## config.mk

```make
export PLATFORM = sky130hd
export DESIGN_NAME = dds_wave_meas
export DESIGN_NICKNAME = d
export VERILOG_FILES = /design/src/rtl/dds_wave_meas_pkg.sv /design/src/rtl/dds_wave_meas_hyst_cmp.sv /design/src/rtl/dds_wave_meas.sv
export SDC_FILE = /design/constraint.sdc
export NUM_CORES = 1
export LEC_CHECK = 0
export BUFFER_PORTS_ARGS = -buffer_cell sky130_fd_sc_hd__buf_4
export CAP_MARGIN = 20
export CORE_MARGIN = 5
export CORE_UTILIZATION = 60
export CTS_CLUSTER_DIAMETER = 40
export DETAILED_ROUTE_END_ITERATION = 7
export PLACE_DENSITY_LB_ADDON = 0.08
export SYNTH_ARGS = -nofsm -noshare
export SYNTH_HDL_FRONTEND = slang
export SYNTH_HIERARCHICAL = 1
export SYNTH_SLANG_ARGS = --single-unit
```

## constraint.sdc

```tcl
create_clock -name clk -period 3.9 [get_ports clk]
set_input_delay 0.585 -clock clk [delete_from_list [all_inputs] [get_ports clk]]
set_output_delay 0.585 -clock clk [all_outputs]
set_load 0.005 [all_outputs]
```

## src/rtl/dds_wave_meas_pkg.sv

```systemverilog
// Shared definitions for the DDS waveform measurement block.
// Latency: n/a (types and defaults only).
// Backpressure: n/a.
package dds_wave_meas_pkg;

    localparam int DATA_W_DEF  = 8;
    localparam int CNT_W_DEF   = 20;
    localparam int MID_DEF     = 128;
    localparam int HYST_DEF    = 8;
    localparam int TIMEOUT_DEF = 2**20 - 1;

    // Encoding is shared with the DDS generator blocks, keep the values fixed.
    typedef enum logic [1:0] {
        ST_IDLE    = 2'd0,
        ST_ARM     = 2'd1,
        ST_MEASURE = 2'd2
    } meas_state_t;

endpackage

```

## src/rtl/dds_wave_meas_hyst_cmp.sv

```systemverilog
// Input register plus hysteresis comparator around the mid-code.
// Latency: 1 cycle din -> d_q/v_q; rise is combinational from d_q and the held level.
// Backpressure: none; samples are accepted every cycle din_vld is high.
//
// Ports:
//   clk, rst      clock, async active-high reset
//   din, din_vld  raw waveform sample and its valid
//   d_q, v_q      registered sample and valid, used by all downstream logic
//   rise          registered sample is the first one at/above the high threshold
module dds_wave_meas_hyst_cmp #(
    parameter int DATA_W = 8,
    parameter int MID    = 128,
    parameter int HYST   = 8
) (
    input  logic              clk,
    input  logic              rst,
    input  logic [DATA_W-1:0] din,
    input  logic              din_vld,
    output logic [DATA_W-1:0] d_q,
    output logic              v_q,
    output logic              rise
);

    localparam logic [DATA_W:0] HI_TH = (DATA_W+1)'(MID + HYST);
    localparam logic [DATA_W:0] LO_TH = (DATA_W+1)'(MID - HYST);

    logic lvl;
    logic at_hi;
    logic at_lo;

    assign at_hi = ({1'b0, d_q} >= HI_TH);
    assign at_lo = ({1'b0, d_q} <= LO_TH);

    // Uses the level before this sample updates it, so only the first
    // high sample after a low excursion counts as a crossing.
    assign rise = v_q & ~lvl & at_hi;

    always_ff @(posedge clk or posedge rst) begin
        if (rst) begin
            d_q <= '0;
            v_q <= 1'b0;
            lvl <= 1'b0;
        end else begin
            d_q <= din;
            v_q <= din_vld;
            // Inside the band the level holds; that is what rejects noise.
            if (v_q) begin
                if (at_hi) begin
                    lvl <= 1'b1;
                end else if (at_lo) begin
                    lvl <= 1'b0;
                end
            end
        end
    end

endmodule

```

## src/rtl/dds_wave_meas.sv

```systemverilog
// Measures period, extrema and peak-to-peak of the DDS waveform stream.
// Latency: sample driven before edge N+1 (captured there) -> result_vld after edge N+2.
// Backpressure: none; invalid cycles simply freeze counting and extrema.
//
// Ports:
//   clk, rst            clock, async active-high reset
//   meas_en             low forces IDLE, results hold
//   din, din_vld        waveform sample and valid
//   period              valid samples between consecutive rising crossings
//   vmax, vmin, vpp     extrema of the last complete window and their difference
//   result_vld          1-cycle pulse when the result registers update
//   no_signal           set on timeout, cleared by the next result
//   busy                high in ARM or MEASURE
module dds_wave_meas
    import dds_wave_meas_pkg::*;
#(
    parameter int DATA_W  = DATA_W_DEF,
    parameter int CNT_W   = CNT_W_DEF,
    parameter int MID     = MID_DEF,
    parameter int HYST    = HYST_DEF,
    parameter int TIMEOUT = TIMEOUT_DEF
) (
    input  logic              clk,
    input  logic              rst,
    input  logic              meas_en,
    input  logic [DATA_W-1:0] din,
    input  logic              din_vld,
    output logic [CNT_W-1:0]  period,
    output logic [DATA_W-1:0] vmax,
    output logic [DATA_W-1:0] vmin,
    output logic [DATA_W-1:0] vpp,
    output logic              result_vld,
    output logic              no_signal,
    output logic              busy
);

    // A valid non-crossing sample arriving while cnt sits here would make
    // TIMEOUT samples without a crossing, so that sample trips the timeout.
    localparam logic [CNT_W-1:0] CNT_LAST = CNT_W'(TIMEOUT - 1);

    logic [DATA_W-1:0] d_q;
    logic              v_q;
    logic              rise;

    meas_state_t       state;
    meas_state_t       state_nxt;

    logic [CNT_W-1:0]  cnt;
    logic [DATA_W-1:0] wmax;
    logic [DATA_W-1:0] wmin;

    logic cnt_clr;
    logic cnt_inc;
    logic win_start;
    logic win_grow;
    logic emit;
    logic tmo;

    dds_wave_meas_hyst_cmp #(
        .DATA_W (DATA_W),
        .MID    (MID),
        .HYST   (HYST)
    ) u_cmp (
        .clk     (clk),
        .rst     (rst),
        .din     (din),
        .din_vld (din_vld),
        .d_q     (d_q),
        .v_q     (v_q),
        .rise    (rise)
    );

    always_ff @(posedge clk or posedge rst) begin
        if (rst) begin
            state <= ST_IDLE;
        end else begin
            state <= state_nxt;
        end
    end

    always_comb begin
        state_nxt = state;
        cnt_clr   = 1'b0;
        cnt_inc   = 1'b0;
        win_start = 1'b0;
        win_grow  = 1'b0;
        emit      = 1'b0;
        tmo       = 1'b0;
        if (!meas_en) begin
            // Disable wins over everything, including a crossing this cycle.
            state_nxt = ST_IDLE;
        end else begin
            case (state)
                ST_IDLE: begin
                    state_nxt = ST_ARM;
                    cnt_clr   = 1'b1;
                end
                ST_ARM: begin
                    if (rise) begin
                        state_nxt = ST_MEASURE;
                        win_start = 1'b1;
                    end else if (v_q) begin
                        if (cnt == CNT_LAST) begin
                            tmo     = 1'b1;
                            cnt_clr = 1'b1;
                        end else begin
                            cnt_inc = 1'b1;
                        end
                    end
                end
                ST_MEASURE: begin
                    if (rise) begin
                        emit      = 1'b1;
                        win_start = 1'b1;
                    end else if (v_q) begin
                        if (cnt == CNT_LAST) begin
                            tmo       = 1'b1;
                            cnt_clr   = 1'b1;
                            state_nxt = ST_ARM;
                        end else begin
                            cnt_inc  = 1'b1;
                            win_grow = 1'b1;
                        end
                    end
                end
                default: begin
                    state_nxt = ST_IDLE;
                end
            endcase
        end
    end

    always_ff @(posedge clk or posedge rst) begin
        if (rst) begin
            cnt        <= '0;
            wmax       <= '0;
            wmin       <= '0;
            period     <= '0;
            vmax       <= '0;
            vmin       <= '0;
            vpp        <= '0;
            result_vld <= 1'b0;
            no_signal  <= 1'b0;
        end else begin
            result_vld <= emit;

            if (cnt_clr) begin
                cnt <= '0;
            end else if (win_start) begin
                cnt <= CNT_W'(1);
            end else if (cnt_inc) begin
                cnt <= cnt + CNT_W'(1);
            end

            // The crossing sample opens the new window; the old window's
            // extrema are latched from wmax/wmin before they are reseeded.
            if (win_start) begin
                wmax <= d_q;
                wmin <= d_q;
            end else if (win_grow) begin
                if (d_q > wmax) begin
                    wmax <= d_q;
                end
                if (d_q < wmin) begin
                    wmin <= d_q;
                end
            end

            if (emit) begin
                period    <= cnt;
                vmax      <= wmax;
                vmin      <= wmin;
                vpp       <= wmax - wmin;
                no_signal <= 1'b0;
            end else if (tmo) begin
                no_signal <= 1'b1;
            end
        end
    end

    assign busy = (state == ST_ARM) || (state == ST_MEASURE);

endmodule

```

# Word level (Yosys, flattened, before mapping)
# Index checks and enable logic that the tools add are counted.
[word_totals] ff_bits=94 in_bits=12 output_inout_bits=47 elab_cells=80
[op_classes] add_sub_neg=2 order_cmp=4 n_eq_ne=7 muxes=38 n_bitwise=3 reduce_logical=13
[ops] operator="20-bit two-way mux" n=3
[ops] operator="8-bit two-way mux" n=6
[ops] operator="1-bit two-way mux" n=22
[ops] operator="20-bit by 1-bit adder with 20-bit output, second input constant" n=1
[ops] operator="20-bit equality test, second input constant" n=1
[ops] operator="2-bit two-way mux" n=5
[ops] operator="2-bit nonzero test" n=5
[ops] operator="3-bit != test, second input constant" n=3
[ops] operator="8-bit greater-or-equal comparator, second input constant" n=1
[ops] operator="8-bit > comparator" n=1
[ops] operator="8-bit by 7-bit <= comparator with 1-bit output, second input constant" n=1
[ops] operator="8-bit < comparator" n=1
[ops] operator="8-bit subtractor" n=1
[ops] operator="2-bit case mux with 3 select lines" n=1
[ops] operator="2-bit AND reduction" n=3
[ops] operator="4-bit AND reduction" n=1
[ops] operator="3-bit by 2-bit != test with 1-bit output, second input constant" n=1
[ops] operator="3-bit nonzero test" n=1
[ops] operator="1-bit bitwise AND" n=2
[ops] operator="2-bit by 1-bit equality test with 1-bit output, second input constant" n=1
[ops] operator="2-bit equality test, second input constant" n=1
[ops] operator="2-bit logical NOT" n=1
[ops] operator="1-bit case mux with 2 select lines" n=1
[ops] operator="2-bit OR reduction" n=1
[ops] operator="2 further kinds" n=2

# Logic depth before layout (Yosys ltp)
[depth] depth_word=9 depth_mapped=11 depth_no_buf=8

# Modules after synthesis
# Netlist, hierarchy kept.
[by_module_without_submodules] module="dds_wave_meas" instances=1 cells_each=494 area_each_um2=4621.9 seq_area_each_um2=2102.0
[by_module_without_submodules] module="dds_wave_meas_hyst_cmp" instances=1 cells_each=20 area_each_um2=312.8 seq_area_each_um2=250.2

# Worst setup path before layout
# No wires, ideal clock.
[synth_path] path_kind="register to register" start="reg u_cmp.d_q[6]" end="reg cnt[8]" setup_ps=126 t_arrival_ps=2467 required_time_ps=3774 setup_slack_ps=1307 stages_incl_launch_ff=11 path_buffers=2 period_less_slack_ps=2593 cell_sequence="dfrtp_1 > or4_1 > nand3_2 > nor2_1 > clkbuf_1 > nand4b_1 > nor4_1 > a21oi_2 > and2_4 > buf_6 > a221o_1"
[synth_between] elab_chain_len=7 elab_cells_between_ends=14 classes_between="order compare: 1; mux: 11; bitwise: 1; reduce/logical: 1"
[synth_lines] element="from (decl)" line="dds_wave_meas_hyst_cmp.sv:19" source="output logic [DATA_W-1:0] d_q,"
[synth_lines] element="from (signal assigned)" line="dds_wave_meas_hyst_cmp.sv:44" source="d_q <= din;"
[synth_lines] element="8-bit greater-or-equal comparator *" line="dds_wave_meas_hyst_cmp.sv:31" source="assign at_hi = ({1'b0, d_q} >= HI_TH);"
[synth_lines] element="1-bit bitwise AND *" line="dds_wave_meas_hyst_cmp.sv:36" source="assign rise = v_q & ~lvl & at_hi;"
[synth_lines] element="via rise" line="dds_wave_meas.sv:43" source="logic rise;"
[synth_lines] element="1-bit two-way mux" line="dds_wave_meas.sv:99, dds_wave_meas.sv:112"
[synth_lines] element="1-bit two-way mux"
[synth_lines] element="1-bit two-way mux" line="dds_wave_meas.sv:89" source="if (!meas_en) begin"
[synth_lines] element="20-bit two-way mux" line="dds_wave_meas.sv:149" source="end else if (win_start) begin"
[synth_lines] element="20-bit two-way mux" line="dds_wave_meas.sv:147" source="if (cnt_clr) begin"
[synth_lines] element="to (signal assigned)" line="dds_wave_meas.sv:152" source="cnt <= cnt + CNT_W'(1);"
[synth_lines] element="to (decl)" line="dds_wave_meas.sv:48" source="logic [CNT_W-1:0] cnt;"
# Mark *: on every way through the listed nets, which the timed path passes. The rest lies on a longest branch.
# A chain may end at the register's enable or synchronous reset.

# Final worst setup path
[layout_path] start="reg u_cmp.d_q[6]" end="reg cnt[4]"
# Same word-level chain as after synthesis.

==> flow_summary_export.csv <==
group,metric,value,unit
clock_tree,htree_levels,3,
clock_tree,clock-sinks,94,
setup_path,worstReg2RegStart,"u_cmp/d_q[6]$_DFF_PP0_",
route,drt_iter0_drc,378,
clock_tree,post-cts-setup-buffers,0,
clock_tree,root_buffer,"clkbuf_8",
sta,tns,0,ns
sta,max_freq,335,MHz
cells_and_area,synthToLayoutAreaGrowth,15.2,%
setup_path,crit_fanout,15,
sta,setup_viol,0,
clock_tree,cts_tree,"built",
synthesis,yosysTopAreaCellShare,47.7,%
synthesis,yosysMostFrequentCell,"nand2_1",
die,rows,33,
setup_path,critPathCaptureType,"flip-flop",
global_routing,grt_usage,23.6,%
place,globalplace.congestion,0.867,
sta,worst_slack,0.917,ns
setup_path,required,4.20,ns
route,ant_nets,0,
clock_tree,hold_buffers,0,
setup_path,ff2ff_path_depth,9,
die,core,8130,sq um
route,drc_errors,0,
die,dieArea,10100,sq um
synthesis,yosysWarnings,6,
synthesis,synth_flop_cell,"dfrtp_1",
synthesis,synthesis.area,4930,sq um
clock_tree,clk-insertion-delay-late,0.37,ns
route,finalWirelength,11500,um
synthesis,synth_edf_count,0,
global_routing,first_global_vias,3806,
place,hpwlAfterDp,7890,um
synthesis,synthTopCellsByCount,"nand2_1 (101), dfrtp_1 (94), o21ai_0 (34)",
clock_tree,cts_buffers,9,
synthesis,ys_top_cells_by_area,"dfrtp_1 (48%), nand2_1 (7.7%), ha_1 (7.4%), o21ai_0 (3.4%), nand3_1 (3.1%)",
sta,tightest_slew,1.09,ns
setup_path,worst-setup-path-type,"flip-flop to flip-flop",
sta,timing.slew.headroom,27.0,%
synthesis,synth_top_area_cell,"dfrtp_1",
synthesis,synth.yosys.seq_area_share,47.7,%
clock_tree,path_clk_slew,0.10,ns
place,port_buffers,58,
sta,skew,0.0120,ns
outcome,outcome,"finished, final reports clean",
job,max_cap_viol_count,0,
route,via_count,4083,
cells_and_area,diodes,0,
power_and_ir_drop,power_leakage,2.90,nW
setup_path,arrival,3.28,ns
power_and_ir_drop,p_total,2.77,mW
die,start_util,60.7,%
setup_path,setup.reg_to_reg.worst_slack,0.92,ns
synthesis,synth.distinct_cells,57,
synthesis,syn_inst,514,
synthesis,synth_nets,556,
die,pin_count,59,
global_routing,grt_pass1_wl,18900,um
global_routing,overflow,0,
sta,slew_viol_final,0,
route,drt_first_pass_iters,6,
cells_and_area,fin_nets,608,
power_and_ir_drop,ir_drop,0.364,mV
hold_path,min_path_type,"primary input to async pin",
die,die_h,101,um
global_routing,grt_antenna_before_repair,0,
clock_tree,cts_resized,0,
sta,min_period,2.98,ns
route,wl_per_cell,17.0,um
global_routing,grt_max_degree,51,
synthesis,syn_avg_cell_area,9.60,sq um
sta,rsz0062_at_grt,"false",
synthesis,synth_seq_cells,94,
cells_and_area,final_layout_size_suffix_gt1_share,17.0,%
place,post-place-ws,1.01,ns
die,die_w,101,um
power_and_ir_drop,powerDensity,487,nW/um^2
sta,final_hold_viol_count,0,
synthesis,async_flop_share,100,%
clock_tree,clockBufferDepth,2,
setup_path,worstSetupStartpointType,"flip-flop",
route,via_per_inst,6.04,
sta,timing.final.crit_share,76.5,%
setup_path,r2r-end,"cnt[4]$_DFFE_PP0P_",
## cell usage in the layout, fill, tap and decap left out, types with 12 or more instances in the layout
| cell | Yosys | routed |
|---|---|---|
| a22o_1 | 13 | 13 |
| buf_4 | 0 | 62 |
| nand2_1 | 101 | 101 |
| inv_1 | 28 | 27 |
| ha_1 | 29 | 29 |
| dfrtp_1 | 94 | 94 |
| nand4_1 | 15 | 15 |
| nor2_1 | 15 | 15 |
| o21ai_0 | 34 | 34 |
| a21oi_1 | 12 | 12 |
| nand3_1 | 31 | 30 |
## worst max path at each step
stage / startpoint / to / slack, ns / depth (start not counted)
final: u_cmp/d_q[6]$_DFF_PP0_ / cnt[4]$_DFFE_PP0P_ / 0.92 / 9
after global routing: u_cmp/d_q[6]$_DFF_PP0_ / cnt[4]$_DFFE_PP0P_ / 0.69 / 9
after CTS: u_cmp/d_q[6]$_DFF_PP0_ / cnt[9]$_DFFE_PP0P_ / 0.97 / 9
after detailed placement: u_cmp/d_q[6]$_DFF_PP0_ / cnt[9]$_DFFE_PP0P_ / 1.01 / 9
after global placement: u_cmp/d_q[6]$_DFF_PP0_ / cnt[9]$_DFFE_PP0P_ / 1.11 / 9
after floorplan: rst / cnt[0]$_DFFE_PP0P_ / 1.15 / 1
## critical path, cell delays in order, from the launching register on
cell     delay, ns
dfrtp_1       0.46
or4_1         0.56
nand3_2       0.10
nor2_1        0.13
and4b_1       0.33
o21ai_0       0.18
a21oi_1       0.58
buf_4         0.32
a22oi_1       0.09
mux2i_1       0.16
## sequential cells by signal (all words and copies together) (netlist names)
name        flops
vpp             8
wmin            8
cnt            20
wmax            8
state           2
period         20
no_signal       1
u_cmp/lvl       1
vmin            8
u_cmp/v_q       1
u_cmp/d_q       8
result_vld      1
vmax            8
## per-stage QoR
stage,utilization [%],cell area [sq um],hold slack [ns],instances
4_1_cts,69.9,5690,0.190,676
5_1_grt,69.9,5690,0.210,676
3_3_place_gp,66.9,5440,0.459,660
2_1_floorplan,-,4930,0.425,514
6_report,69.9,5690,0.186,676
3_5_place_dp,66.9,5440,0.465,660
## kinds of logic (layout without fill, tap and decap cells)
logic type	Yosys count	in the layout	synth area share, %
and+or+nand+nor	216	216	21.8
AOI/OAI and AO/OA	105	105	14.7
DFF	94	94	47.7
buffers and inverters	49	106	4.03
adders and majority gates	30	30	7.76
muxes	11	11	2.43
xor gates and xnor gates	9	9	1.60
## layer usage
layer  vias up  routed length, um  GRT usage (%)
li1       1948                  -              -
met1      1962               5460           36.6
met2       161               5040           34.5
met3        12                864           3.74
met4         0                120           6.01
met5         -                  0              0
## final cells by class
cell class	instances	area, sq um
Clock buffer	10	128
Clock inverter	6	115
Fill cell	619	2450
Inverter	28	106
Multi-Input combinational cell	371	2390
Sequential cell	94	2350
Tap cell	105	131
Timing Repair Buffer	62	465
## power by group
group / internal [mW] / switching [mW]
sequential: 1.10 / 0.0931
clock: 0.431 / 0.358
combinational: 0.357 / 0.431
No activity file was read; power rests on OpenSTA's default activity.
